File: src/rtl/mesh_result_reader.sv
// mesh_result_reader
//   Drains the finished result matrix out of the systolic mesh's unified SRAM
//   read port and presents it as an in-order valid/ready stream. Reads are
//   issued linearly (0..TOTAL-1) once the mesh reports collection complete.
//   Credit accounting (in-flight reads plus buffered words never exceed
//   FIFO_DEPTH) guarantees that every returned word has a buffer slot.
//
// Ports
//   clk_i, rstn_i            clock, asynchronous active-low reset
//   start_i                  one-cycle drain request (honoured only in IDLE)
//   collection_complete_i    mesh has finished collecting results
//   mem_read_enable_o/addr_o registered read strobe and linear address
//   mem_read_data_i/valid_i  returned words, in issue order, variable latency
//   m_data_o/valid_o/ready_i output stream (FIFO head), m_last_o on final beat
//   busy_o                   high outside IDLE
//   done_o                   one-cycle pulse after the last beat is accepted
//   error_o                  sticky protocol error (unexpected or overflowing response)
module mesh_result_reader #(
    parameter int TILE_SIZE  = 8,
    parameter int TILES_X    = 4,
    parameter int TILES_Y    = 4,
    parameter int DATA_WIDTH = 32,
    parameter int FIFO_DEPTH = 4,
    localparam int TOTAL  = TILE_SIZE * TILE_SIZE * TILES_X * TILES_Y,
    localparam int ADDR_W = $clog2(TOTAL)
) (
    input  logic                  clk_i,
    input  logic                  rstn_i,
    input  logic                  start_i,
    input  logic                  collection_complete_i,
    output logic                  mem_read_enable_o,
    output logic [ADDR_W-1:0]     mem_read_addr_o,
    input  logic [DATA_WIDTH-1:0] mem_read_data_i,
    input  logic                  mem_read_valid_i,
    output logic [DATA_WIDTH-1:0] m_data_o,
    output logic                  m_valid_o,
    input  logic                  m_ready_i,
    output logic                  m_last_o,
    output logic                  busy_o,
    output logic                  done_o,
    output logic                  error_o
);

    localparam int PTR_W = $clog2(FIFO_DEPTH);
    localparam int CNT_W = $clog2(FIFO_DEPTH + 1);
    localparam int SUM_W = CNT_W + 2;
    localparam logic [ADDR_W-1:0] LAST_ADDR = ADDR_W'(TOTAL - 1);
    localparam logic [CNT_W-1:0]  DEPTH_C   = CNT_W'(FIFO_DEPTH);
    localparam logic [SUM_W-1:0]  DEPTH_S   = SUM_W'(FIFO_DEPTH);

    typedef enum logic [2:0] {
        S_IDLE,
        S_WAIT_COLLECT,
        S_ISSUE,
        S_DRAIN,
        S_DONE
    } state_e;

    state_e              state_q, state_d;
    logic                en_q, en_d;
    logic [ADDR_W-1:0]   addr_q, addr_d;
    logic [ADDR_W-1:0]   issue_cnt_q, issue_cnt_d;
    logic [ADDR_W-1:0]   resp_cnt_q, resp_cnt_d;
    logic [CNT_W-1:0]    out_q, out_d;
    logic [CNT_W-1:0]    fifo_cnt_q, fifo_cnt_d;
    logic [PTR_W-1:0]    wr_ptr_q, wr_ptr_d;
    logic [PTR_W-1:0]    rd_ptr_q, rd_ptr_d;
    logic                err_q, err_d;
    logic                busy_q, busy_d;
    logic                done_q, done_d;

    logic [DATA_WIDTH:0] fifo_mem_q [FIFO_DEPTH];
    logic [DATA_WIDTH:0] head;

    logic                pop;
    logic                push;
    logic                resp_ok;
    logic                resp_last;
    logic                issue_go;
    logic [SUM_W-1:0]    used;

    assign head = fifo_mem_q[rd_ptr_q];

    always_comb begin
        state_d     = state_q;
        en_d        = 1'b0;
        addr_d      = addr_q;
        issue_cnt_d = issue_cnt_q;
        resp_cnt_d  = resp_cnt_q;
        out_d       = out_q;
        fifo_cnt_d  = fifo_cnt_q;
        wr_ptr_d    = wr_ptr_q;
        rd_ptr_d    = rd_ptr_q;
        err_d       = err_q;
        issue_go    = 1'b0;

        pop       = (fifo_cnt_q != '0) && m_ready_i;
        // Responses are only meaningful outside IDLE; late words after an
        // aborted run are silently dropped while idle.
        resp_ok   = mem_read_valid_i && (state_q != S_IDLE) && (out_q != '0);
        resp_last = (resp_cnt_q == LAST_ADDR);
        push      = resp_ok && ((fifo_cnt_q != DEPTH_C) || pop);

        // The read registered this cycle (en_q) is already committed, so it
        // consumes credit; a pop in this cycle frees one.
        used = SUM_W'(out_q) + SUM_W'(fifo_cnt_q) + SUM_W'(en_q) - SUM_W'(pop);

        if (mem_read_valid_i && (state_q != S_IDLE) && !push) begin
            err_d = 1'b1;
        end

        if (en_q && !resp_ok) begin
            out_d = out_q + CNT_W'(1);
        end else if (!en_q && resp_ok) begin
            out_d = out_q - CNT_W'(1);
        end

        if (resp_ok) begin
            resp_cnt_d = resp_cnt_q + ADDR_W'(1);
        end

        if (push) begin
            wr_ptr_d = wr_ptr_q + PTR_W'(1);
        end
        if (pop) begin
            rd_ptr_d = rd_ptr_q + PTR_W'(1);
        end
        if (push && !pop) begin
            fifo_cnt_d = fifo_cnt_q + CNT_W'(1);
        end else if (!push && pop) begin
            fifo_cnt_d = fifo_cnt_q - CNT_W'(1);
        end

        case (state_q)
            S_IDLE: begin
                if (start_i) begin
                    state_d     = S_WAIT_COLLECT;
                    issue_cnt_d = '0;
                    resp_cnt_d  = '0;
                    out_d       = '0;
                    fifo_cnt_d  = '0;
                    wr_ptr_d    = '0;
                    rd_ptr_d    = '0;
                    err_d       = 1'b0;
                end
            end
            S_WAIT_COLLECT: begin
                if (collection_complete_i) begin
                    state_d  = S_ISSUE;
                    issue_go = (used < DEPTH_S);
                end
            end
            S_ISSUE: begin
                issue_go = (used < DEPTH_S);
            end
            S_DRAIN: begin
                if (pop && head[DATA_WIDTH] && (out_q == '0)) begin
                    state_d = S_DONE;
                end
            end
            S_DONE: begin
                state_d = S_IDLE;
            end
            default: begin
                state_d = S_IDLE;
            end
        endcase

        if (issue_go) begin
            en_d   = 1'b1;
            addr_d = issue_cnt_q;
            if (issue_cnt_q == LAST_ADDR) begin
                state_d = S_DRAIN;
            end else begin
                issue_cnt_d = issue_cnt_q + ADDR_W'(1);
            end
        end
    end

    assign busy_d = (state_d != S_IDLE);
    assign done_d = (state_d == S_DONE);

    always_ff @(posedge clk_i or negedge rstn_i) begin
        if (!rstn_i) begin
            state_q     <= S_IDLE;
            en_q        <= 1'b0;
            addr_q      <= '0;
            issue_cnt_q <= '0;
            resp_cnt_q  <= '0;
            out_q       <= '0;
            fifo_cnt_q  <= '0;
            wr_ptr_q    <= '0;
            rd_ptr_q    <= '0;
            err_q       <= 1'b0;
            busy_q      <= 1'b0;
            done_q      <= 1'b0;
        end else begin
            state_q     <= state_d;
            en_q        <= en_d;
            addr_q      <= addr_d;
            issue_cnt_q <= issue_cnt_d;
            resp_cnt_q  <= resp_cnt_d;
            out_q       <= out_d;
            fifo_cnt_q  <= fifo_cnt_d;
            wr_ptr_q    <= wr_ptr_d;
            rd_ptr_q    <= rd_ptr_d;
            err_q       <= err_d;
            busy_q      <= busy_d;
            done_q      <= done_d;
        end
    end

    // Storage needs no reset: occupancy is tracked by the counters.
    always_ff @(posedge clk_i) begin
        if (push) begin
            fifo_mem_q[wr_ptr_q] <= {resp_last, mem_read_data_i};
        end
    end

    assign mem_read_enable_o = en_q;
    assign mem_read_addr_o   = addr_q;
    assign m_valid_o         = (fifo_cnt_q != '0);
    assign m_data_o          = m_valid_o ? head[DATA_WIDTH-1:0] : '0;
    assign m_last_o          = m_valid_o & head[DATA_WIDTH];
    assign busy_o            = busy_q;
    assign done_o            = done_q;
    assign error_o           = err_q;

endmodule

File: config.mk
export PLATFORM = sky130hd
export DESIGN_NAME = mesh_result_reader
export DESIGN_NICKNAME = d
export VERILOG_FILES = /design/src/rtl/mesh_result_reader.sv
export SDC_FILE = /design/constraint.sdc
export NUM_CORES = 1
export LEC_CHECK = 0
export CAP_MARGIN = 20
export CORE_UTILIZATION = 54
export CTS_CLUSTER_SIZE = 28
export DETAILED_ROUTE_END_ITERATION = 16
export PLACE_DENSITY = 0.84
export SYNTH_ARGS = -nofsm -noshare
export SYNTH_HDL_FRONTEND = slang
export SYNTH_SLANG_ARGS = --single-unit
export TNS_END_PERCENT = 100
File: constraint.sdc
create_clock -name clk_i -period 7 [get_ports clk_i]
set_input_delay 1.4 -clock clk_i [delete_from_list [all_inputs] [get_ports clk_i]]
set_output_delay 1.4 -clock clk_i [all_outputs]
set_load 0.02 [all_outputs]
; After elaboration in Yosys (flattened, before gate mapping)
; Memories as Yosys holds them, arrays and structs flattened.
; Index checks and enable logic that the tools add are counted.
; W data, S select, Z words.
[totals]
regBits = 47
mem_bits_rw = 132
inputBits = 38
elab_cells = 91
mem_count = 1
[classes]
addsub = 11
order_cmp = 1
eq_ne = 7
muxes = 36
n_bitwise = 1
reduce_logical = 22
[memory_table]
columns = name, words, width, rd, rd_clocked_by_memory_dff, wr, line
row1 = fifo_mem_q, 4, 33, 1, 0, 1, 72  ; logic [DATA_WIDTH:0] fifo_mem_q [FIFO_DEPTH];
[ops]
columns = operator, n
row1 = $mux W10, 7
row2 = $mux W3, 13
row3 = $mux W32, 1
row4 = $add A10 B1 Y10 const B, 2
row5 = $eq A10 B10 Y1 const B, 2
row6 = $mux W2, 6
row7 = $pmux W3 S4, 1
row8 = $reduce_bool A3 Y1, 4
row9 = $logic_and A1 B1 Y1, 11
row10 = $mux W1, 7
row11 = $add A3 B1 Y3 const B, 2
row12 = $eq A3 B2 Y1 const B, 2
row13 = $logic_not A3 Y1, 2
row14 = $sub A3 B1 Y3 const B, 2
row15 = $add A4 B1 Y5, 1
row16 = $lt A5 B3 Y1 const B, 1
row17 = $sub A5 B1 Y5, 1
row18 = $add A2 B1 Y2 const B, 2
row19 = $add A3 B3 Y4, 1
row20 = $logic_not A1 Y1, 4
row21 = $eq A3 B1 Y1 const B, 1
row22 = $eq A3 B3 Y1 const B, 1
row23 = $ne A3 B3 Y1 const B, 1
row24 = $pmux W1 S2, 1
row25 = other kinds (2), 2

; Depth between registers and ports, before layout
; Gate-level depths: netlist (run 1).
[depth]
word_depth = 10
mapped_depth = 14

; Worst setup path after synthesis (run 1)
; Ideal clock, no wire load.
[synth_timing]
kind = input -> register
start = in m_ready_i
end = reg issue_cnt_q[5]
arrival_ns = 3.223
setup_slack_ns = 3.651
path_stages = 11
n_path_buf = 0
path_cell_list = inv_1 nor2_1 ha_1 inv_1 ha_1 a21oi_1 nand4b_1 a21o_1 inv_1 a21oi_1 a221o_1
[synth_between]
elab_chain_len = 6
[synth_rtl]
columns = element, line
row1 = start: declaration, 37  ; input logic m_ready_i,
row2 = $logic_and A1 B1 Y1 (*), 97  ; pop = (fifo_cnt_q != '0) && m_ready_i;
row3 = $sub A5 B1 Y5 (*), 106  ; used = SUM_W'(out_q) + SUM_W'(fifo_cnt_q) + SUM_W'(en_q) - SUM_W'(pop);
row4 = $lt A5 B3 Y1 (*), "150, 154"
row5 = $mux W1, 148  ; if (collection_complete_i) begin
row6 = $pmux W1 S2 (*), 134  ; case (state_q)
row7 = $mux W10 (*), 169  ; if (issue_go) begin
row8 = named net issue_cnt_d[5], 62  ; logic [ADDR_W-1:0] issue_cnt_q, issue_cnt_d;
row9 = end signal: assignment, 201  ; issue_cnt_q <= issue_cnt_d;
row10 = end: declaration, 62
; The timed path passes the listed nets; every way through them passes the cells marked *.
; A chain may end at the register's enable or synchronous reset.

; Final worst setup path (run 1)
[layout_timing]
start = in m_ready_i
end = reg issue_cnt_q[0]
; Same word-level chain as after synthesis.

==> results of run 1 <==
worst paths after layout:
kind                                      end               start  depth (start not counted)
max                            issue_cnt_q[0]           m_ready_i                         12
min in group asynchronous  mem_read_addr_o[2]              rstn_i                          1
min reg2reg                mem_read_addr_o[0]  mem_read_addr_o[0]                          2
min                        mem_read_addr_o[0]  mem_read_addr_o[0]                          2
max reg2reg                    issue_cnt_q[0]       fifo_cnt_q[1]                         13
max in group asynchronous         rd_ptr_q[1]              rstn_i                          2
stage by stage:
step           power, W  area (um^2)  hold WS [ps]
4_1_cts         0.00401         9180           483
3_3_place_gp    0.00302         8590           460
3_5_place_dp    0.00310         8610           467
6_report        0.00397         9200           484
2_1_floorplan   0.00251         7610           496
5_1_grt         0.00418         9200           520
worst reg2reg max path, delay by kind of cell (launching register included):
family | cells | cell delay [ps]
AND/OR/NAND/NOR | 2 | 540
adder cells (fa/ha/maj) | 3 | 830
buffers and inverters | 3 | 590
AO/OA/AOI/OAI | 4 | 1480
flip-flops | 1 | 440
multiplexers | 1 | 240
cells by family after synthesis:
| logic type | after synthesis | share of synthesized area (%) |
|---|---|---|
| xor gates and xnor gates | 17 | 1.96 |
| AOI/OAI and AO/OA | 45 | 3.86 |
| buffers and inverters | 38 | 2.30 |
| muxes | 37 | 10.3 |
| and+or+nand+nor | 166 | 11.1 |
| DFF | 179 | 67.5 |
| adders and majority gates | 18 | 2.96 |
cell usage after synthesis, drive strengths merged, types with 4 or more instances:
| library cell | count |
|---|---|
| and2 | 39 |
| xnor2 | 11 |
| nand4 | 9 |
| nor2 | 25 |
| dfrtp | 47 |
| nor3 | 8 |
| nand2 | 54 |
| o21ai | 14 |
| a21oi | 10 |
| buf | 11 |
| a211o | 4 |
| xor2 | 6 |
| ha | 18 |
| inv | 17 |
| mux4 | 33 |
| edfxtp | 132 |
| clkbuf | 10 |
| nand3 | 10 |
| or3 | 4 |
| and3 | 6 |
power by group through the flow:
stage,clock (W),combinational (W),sequential (W)
3_5_place_dp,0,0.00158,0.00152
3_3_place_gp,0,0.00152,0.00150
6_report,0.000892,0.00158,0.00150
4_1_cts,0.000905,0.00160,0.00150
2_1_floorplan,0,0.00106,0.00145
5_1_grt,0.000944,0.00171,0.00152
state kept, by name (all words and copies together), names as in the netlist:
| register | cells |
|---|---|
| state_q | 3 |
| fifo_mem_q | 132 |
| wr_ptr_q | 2 |
| mem_read_addr_o | 10 |
| mem_read_enable_o | 1 |
| rd_ptr_q | 2 |
| issue_cnt_q | 10 |
| fifo_cnt_q | 3 |
| busy_o | 1 |
| resp_cnt_q | 10 |
| error_o | 1 |
| out_q | 3 |
| done_o | 1 |
layout make-up:
type / instances / area, um^2
multi-input combinational: 283 / 2300
clock inverter: 15 / 135
sequential: 179 / 5140
tap: 180 / 225
fill: 929 / 4630
inverter: 17 / 63.8
clock buffer: 17 / 425
timing repair buffer: 88 / 901
per-layer routing:
metal | wire length [um] | track usage, %
met1 | 5860 | 25.0
met2 | 7480 | 37.2
met3 | 814 | 5.85
met4 | 265 | 9.34
met5 | 0 | 0
cells in the final DEF (no fill, tap or decap), types with 5 or more instances in the layout:
master	Yosys	final
sky130_fd_sc_hd__ha_1	18	18
sky130_fd_sc_hd__nand3_1	9	9
sky130_fd_sc_hd__nor2_1	25	25
sky130_fd_sc_hd__xnor2_1	11	11
sky130_fd_sc_hd__o21ai_0	14	14
sky130_fd_sc_hd__edfxtp_1	132	132
sky130_fd_sc_hd__clkbuf_16	0	17
sky130_fd_sc_hd__clkdlybuf4s50_1	0	84
sky130_fd_sc_hd__nor3_1	8	8
sky130_fd_sc_hd__inv_6	0	6
sky130_fd_sc_hd__nand4_1	8	8
sky130_fd_sc_hd__and2_1	39	35
sky130_fd_sc_hd__xor2_1	6	6
sky130_fd_sc_hd__mux4_2	33	33
sky130_fd_sc_hd__nand2_1	54	54
sky130_fd_sc_hd__a21oi_1	10	10
sky130_fd_sc_hd__and3_1	5	5
sky130_fd_sc_hd__inv_1	17	17
sky130_fd_sc_hd__dfrtp_1	47	45
==> results.md, run 1 <==
- The initial antenna violation count is 0.
- The cell area after synthesis is 7610 um^2.
- The post-synthesis instance total is 500.
- Leaving out filler cells and counting taps, the final layout contains 779.
- The number of search-and-repair iterations in the first detailed-routing pass is 4.
- The library cell occupying the most area in the post-synthesis netlist is sky130_fd_sc_hd__edfxtp_1.
- Of the total power, registers draw 37.7%.
- The routed via count divided by cell count is 5.66.
- The buffers inserted during post-CTS setup optimization is 0.
- By instance count, the cell type seen most on the critical path is sky130_fd_sc_hd__inv_1.
- The worst slew slack as a fraction of its limit is 38.2%.
- After detailed routing, the number of remaining DRC violations is 0.
- The data arrival time of the worst path is 5130 ps.
- The tool flagged a number of max-cap violations equal to 0.
- The first global-routing pass estimated 23,200 um of wire.
- The post-placement worst setup slack is 2000 ps.
- The share of final-layout standard cells stronger than drive strength 1 is 13.5%.
- The via count of the first global-routing pass was 4,639.
- The worst path uses 68.1% of the clock period.
- In this run switching power makes up 35.3% of total power.
- Once the floorplan was initialized, standard cells occupied 55.1% of the core.
- The number of warnings printed during yosys synthesis is 0.
- The share of total power in the clock network is 22.5%.
- The area of the core is 13,800 um^2.
- The upper clock frequency limit is 210 MHz.
- The kind of launch point of the worst setup path is a primary input.
- The detailed router's first-iteration violation count is 420.
- The die is 121 um tall.
- At the worst endpoint, the required time is 7360 ps.
- The number of ports placed on the die boundary is 86.
- The critical path is of the primary input to register type.
- The cell family with the largest share of critical-path delay is compound AO/OA/AOI/OAI gates.
- The number of nets in the synthesized netlist is 556.
- On the critical path, the stage with the largest delay is an instance of sky130_fd_sc_hd__a21o_1.
- Setup repair after global routing left no endpoint under its margin.
- The count of standard-cell rows is 43.
- The critical path buffer and inverter count is 4.
- Along the worst path, the maximum fanout reaches 25.
- Global routing used 21.4% of the available tracks.
- The count of endpoints failing hold in the final timing report is 0.
- STA classifies the critical path endpoint as a register.
- Across the VDD grid, the largest voltage drop is 0.238 mV.
- The post-route worst setup slack is 2230 ps.
- In the final timing run, aggregate negative setup slack is 0 ps.
- The total number of vias is 4,410.
- The number of unique standard cell types used by synthesis is 47.
- The number of resized instances in the post-cts repair step is 0.
- In this run, CTS created clock tree buffers numbering 17.
- The time the final worst path needs with I/O delays and setup is 4770 ps.
- The clock sink total is 179.
- The internal power consumption is 0.00257 W.
- The routed design has 14,400 um of wire.
- The setup check on the worst reg-to-reg path leaves a slack of 2820 ps.
- The min-delay analysis places its worst path in the category register to register.
- The clock input transition at the sequential cells of the worst setup and hold paths is 60 ps.
- The flow ran to the end, and the final reports show no timing, DRC or antenna violations.
- The port buffer count is 85.
- The power per standard cell area is 432 nW/um^2.
- The number of antenna diodes in the final layout is 0.
- The worst-margin pin slew is 927 ps.
- Summed over all nets, the half-perimeter wirelength after detailed placement is 9070 um.
- The detail route stage leaves a number of antenna-violating nets equal to 0.
- Hold repair after CTS inserted 0 buffers.
- For this run, the share of the core covered by cells in the final layout is 66.5%.
- The delay of the slowest cell on the worst path is 590 ps.
- The routability congestion estimate from global placement is 0.866.
- The number of placed instances, taps included, is 746.
- The area growth from synthesis to final layout is 20.8%.
- The floorplan step set the die width to 121 um.
- The signal on the critical path passes through clkdlybuf4s50_1 > inv_1 > nor2_1 > ha_1 > inv_1 > ha_1 > a21oi_1 > a21o_1 > a21o_1 > inv_1 > a21oi_1 > mux2_2.
- The longest clock path from root to sink contains 2 buffers.
- After global routing the overflow that remains totals 0.
- The count of endpoints failing setup in the final report is 0.
- The final max-slew violation count is 0.
- The final layout contains 642 nets.
- The total die area is 14,600 um^2.
- The dominant register cell in the synthesized netlist is sky130_fd_sc_hd__edfxtp_1.
- The tree is rooted in a sky130_fd_sc_hd__clkbuf_16.
- The combinational share of power is 39.9%.
- The switching power is 0.00140 W.
- The TritonCTS clock tree is done.
- After detailed routing, the average wire length per cell comes to 18.5 um.
- The H-tree was split into 4 levels.
- The largest clock skew in the final design is 10.0 ps.
- After synthesis the netlist holds a flip-flop and latch count of 179.
- The sequential element share of the synthesized area is 67.5%.
- Of the post-synthesis cell area, the dominant cell type holds 52.1%.
- The leakage power is 3.38 nW.
- The mean cell area of the mapped netlist is 15.2 um^2.
- By area the synthesized netlist is led by sky130_fd_sc_hd__edfxtp_1, sky130_fd_sc_hd__dfrtp_1, sky130_fd_sc_hd__mux4_2, sky130_fd_sc_hd__and2_1, sky130_fd_sc_hd__ha_1.
- The fraction of registers with async set/reset is 26.3%.
- Entering global routing, the biggest net connects 48 pins.
- The number of synthesized flops with an enable pin is 132.
- Clock latency on the worst-skew pair, taken at its later pin, is 430 ps.
(Power assumes the default switching activity.)
==> inputs of run 2 (changes only) <==
clock period = 4.75 ns   (was 7 ns; I/O delays follow)
==> run 2 against run 1 <==
Compared with the run above:
- worst hold slack got worse by 7.5 ps
- via count shrank 0.39%
- sequential cell count is the same
- critical path type is now register to primary output
==> results.md, run 2 (synthesis gave the netlist of run 1 again) <==
- The highest-delay cell along the critical path is sky130_fd_sc_hd__clkdlybuf4s50_1.
- The library cells used most frequently in the layout, excluding fill and tap cells, are sky130_fd_sc_hd__edfxtp_1, sky130_fd_sc_hd__clkdlybuf4s50_1, sky130_fd_sc_hd__nand2_1.
- The worst setup path is captured at a primary output.
- The share of final-layout standard cells stronger than drive strength 1 is 13.2%.
- In this run the cell area measured after placement is 8610 um^2.
- The clock sink total is 179.
- Hold repair after CTS inserted 0 buffers.
- Summed over all failing endpoints, the final setup total negative slack is 0 ps.
- The non-filler instance count after layout is 780.
- The most common cell after layout, fill and taps aside is sky130_fd_sc_hd__edfxtp_1.
- The tool flagged a number of max-cap violations equal to 0.
- The worst-margin pin slew is 907 ps.
- fifo_mem_q holds more flip-flops than any other register.
- The fraction of power spent switching nets is 34.7%.
- In this run the worst hold path is classified as register to register.
- The via count of the first global-routing pass is 4,539.
- The antenna diode count is 0.
- The port buffer count is 85.
- The routed design has 14,400 um of wire.
- The TritonCTS clock tree is done.
- The average wire per standard cell is 18.5 um.
- In this design, the largest share of critical-path delay is due to buffers and inverters.
- The flow ran to the end, and the final reports show no timing, DRC or antenna violations.
- Hold timing on the final database bottoms out at a slack of 476 ps.
- The first detailed-routing pass took 4 iterations.
- The final max-slew violation count was 0.
- Across every metal layer, demand over resource in global routing totals 21.3%.
- After detailed routing, the number of vias per cell comes to 5.63.
- Summing over every cut layer, the via total after detailed routing is 4,393.
- The floorplan step set the die height to 121 um.
- The count of endpoints failing setup in the final report is 0.
- Setup repair after global routing left no endpoint under its margin.
- The number of DRC violations after detailed routing is 0.
- In this run, placement finished with an instance count of 748.
- IR analysis of the VDD net gives a maximum drop of 0.489 mV.
- The maximum number of buffers from clock root to sink is 2.
- The total die area is 14,600 um^2.
- For the worst setup path, the data required time is 3800 ps.
- The kind of launch point of the worst setup path is a register.
- The leakage power is 3.37 nW.
- After floorplanning, the core was divided into 43 placement rows.
- The routability congestion estimate from global placement is 0.830.
- STA puts the critical path data arrival time at 3060 ps.
- The H-tree was split into 4 levels.
- The count of endpoints failing hold in the final timing report came to 0.
- In this run the worst setup path begins at fifo_cnt_q[1].
- The switching power is 0.00203 W.
- The combinational share of power is 39.8%.
- The largest clock skew in the final design is 9.68 ps.
- The first global-routing pass estimated 22,800 um of wire.
- The core region is 13,800 um^2.
- The clock network is responsible for 22.8% of the overall power.
- For flop-to-flop paths, the worst setup slack is 1320 ps.
- In the finished design, the share of the clock period the worst path needs comes to 84.4%.
- The reg-to-reg startpoint is fifo_cnt_q[1].
- The critical path buffer and inverter count is 4.
- Traced cell by cell, the critical path runs through inv_1 > ha_1 > nor2b_1 > inv_1 > buf_4 > and2_1 > clkdlybuf4s50_1.
- The internal portion of the total power is 0.00381 W.
- The buffers inserted during post-CTS setup optimization is 0.
- In this run the tightest slew margin relative to its limit is 39.5%.
- The number of resized instances in the post-cts repair step is 0.
- The residual overflow from global routing is 0.
- The area growth from synthesis to layout is 20.4%.
- Derived from the worst setup path, the maximum achievable clock frequency is 250 MHz.
- Entering global routing, the biggest net connects 48 pins.
- The cell sitting at the root of the clock tree is a sky130_fd_sc_hd__clkbuf_16.
- The later pin in the worst-skew pair is clocked with a latency of 420 ps.
- The critical path in this run is classified as register to primary output.
- Once detail routing completed, the nets flagged for antenna violations numbered 0.
- Once the floorplan was initialized, standard cells occupied 55.1% of the core.
- The initial antenna violation count is 0.
- In this design, the critical path's most frequently occurring cell is sky130_fd_sc_hd__inv_1.
- The startpoint identified for the worst hold timing path is mem_read_addr_o[7].
- For this run, the slowest stage of the critical path takes 630 ps.
- At the end of the flow, the number of nets in the layout was 643.
- Clock tree synthesis inserted a total of 17 buffers.
- The smallest clock period supported by the final layout is computed as 4010 ps.
- The flip-flop count of the largest register, all copies and words added is 132.
- The clock input transition at the sequential cells of the worst setup and hold paths is 70 ps.
- In this run the horizontal extent of the chip is 121 um.
- Detailed placement ended at an HPWL of 8790 um.
- In this run the worst path has a maximum fanout of 20.
- During I/O placement, the number of pins put on the boundary was 86.
- Sequential cells burn 37.4% of the power.
- The first routing iteration left 498 violations.
- The power per standard cell area is 636 nW/um^2.
- The post-route standard cell area excluding fillers is 9170 um^2.
run 2: cell count changes in the layout (fill, tap and decap cells not counted), moves of 2 or more:
cell                       previous run  this run
sky130_fd_sc_hd__buf_4                1         4
sky130_fd_sc_hd__clkinv_1             1         3
sky130_fd_sc_hd__clkinv_4             0         3
sky130_fd_sc_hd__inv_6                6         2
run 2: power by group through the flow:
stage	clock (W)	combinational, W	sequential, W
floorplan	0	0.00156	0.00214
global placement	0	0.00227	0.00219
detailed placement	0	0.00232	0.00221
CTS	0.00134	0.00236	0.00218
global route	0.00140	0.00251	0.00221
finish	0.00133	0.00232	0.00218
run 2: final cells by class:
type | count | area [um^2]
Clock inverter | 14 | 129
Multi-Input combinational cell | 283 | 2300
Tap cell | 180 | 225
Clock buffer | 18 | 429
Timing Repair Buffer | 89 | 876
Sequential cell | 179 | 5140
Fill cell | 902 | 4660
Inverter | 17 | 63.8
run 2: through the flow:
| step | total power [W] | setup slack [ps] | util (%) |
|---|---|---|---|
| after floorplan | 0.00369 | 1850 | - |
| after global placement | 0.00446 | 920 | 62.3 |
| after detailed placement | 0.00454 | 749 | 62.3 |
| after CTS | 0.00589 | 709 | 66.3 |
| after global routing | 0.00612 | 557 | 66.3 |
| final | 0.00583 | 742 | 66.3 |
run 2: worst paths after layout:
kind / to / depth (start not counted)
setup / recovery: m_data_o[7] / 7
setup reg to reg: issue_cnt_q[5] / 13
hold / removal: mem_read_addr_o[7] / 2
hold reg to reg: mem_read_addr_o[7] / 2
min in group asynchronous: issue_cnt_q[3] / 2
max in group asynchronous: rd_ptr_q[0] / 2
run 2: metal layers:
metal / wire length (um) / GRT usage, % / part of all wire (%)
met1: 5700 / 25.5 / 39
met2: 7600 / 36.5 / 53
met3: 936 / 6.70 / 6.5
met4: 200 / 7.64 / 1.4
met5: 0 / 0 / 0
run 2: worst reg2reg max path: stages (launching register included):
cell and delay (ps):
sky130_fd_sc_hd__dfrtp_1 440, sky130_fd_sc_hd__inv_1 130, sky130_fd_sc_hd__ha_1 280, sky130_fd_sc_hd__nor2b_1 190
sky130_fd_sc_hd__nor2_1 300, sky130_fd_sc_hd__ha_1 210, sky130_fd_sc_hd__inv_1 40, sky130_fd_sc_hd__ha_1 280
sky130_fd_sc_hd__a21oi_1 230, sky130_fd_sc_hd__nand4b_1 130, sky130_fd_sc_hd__a21o_1 180, sky130_fd_sc_hd__inv_1 300
sky130_fd_sc_hd__a21oi_1 240, sky130_fd_sc_hd__a221o_1 360
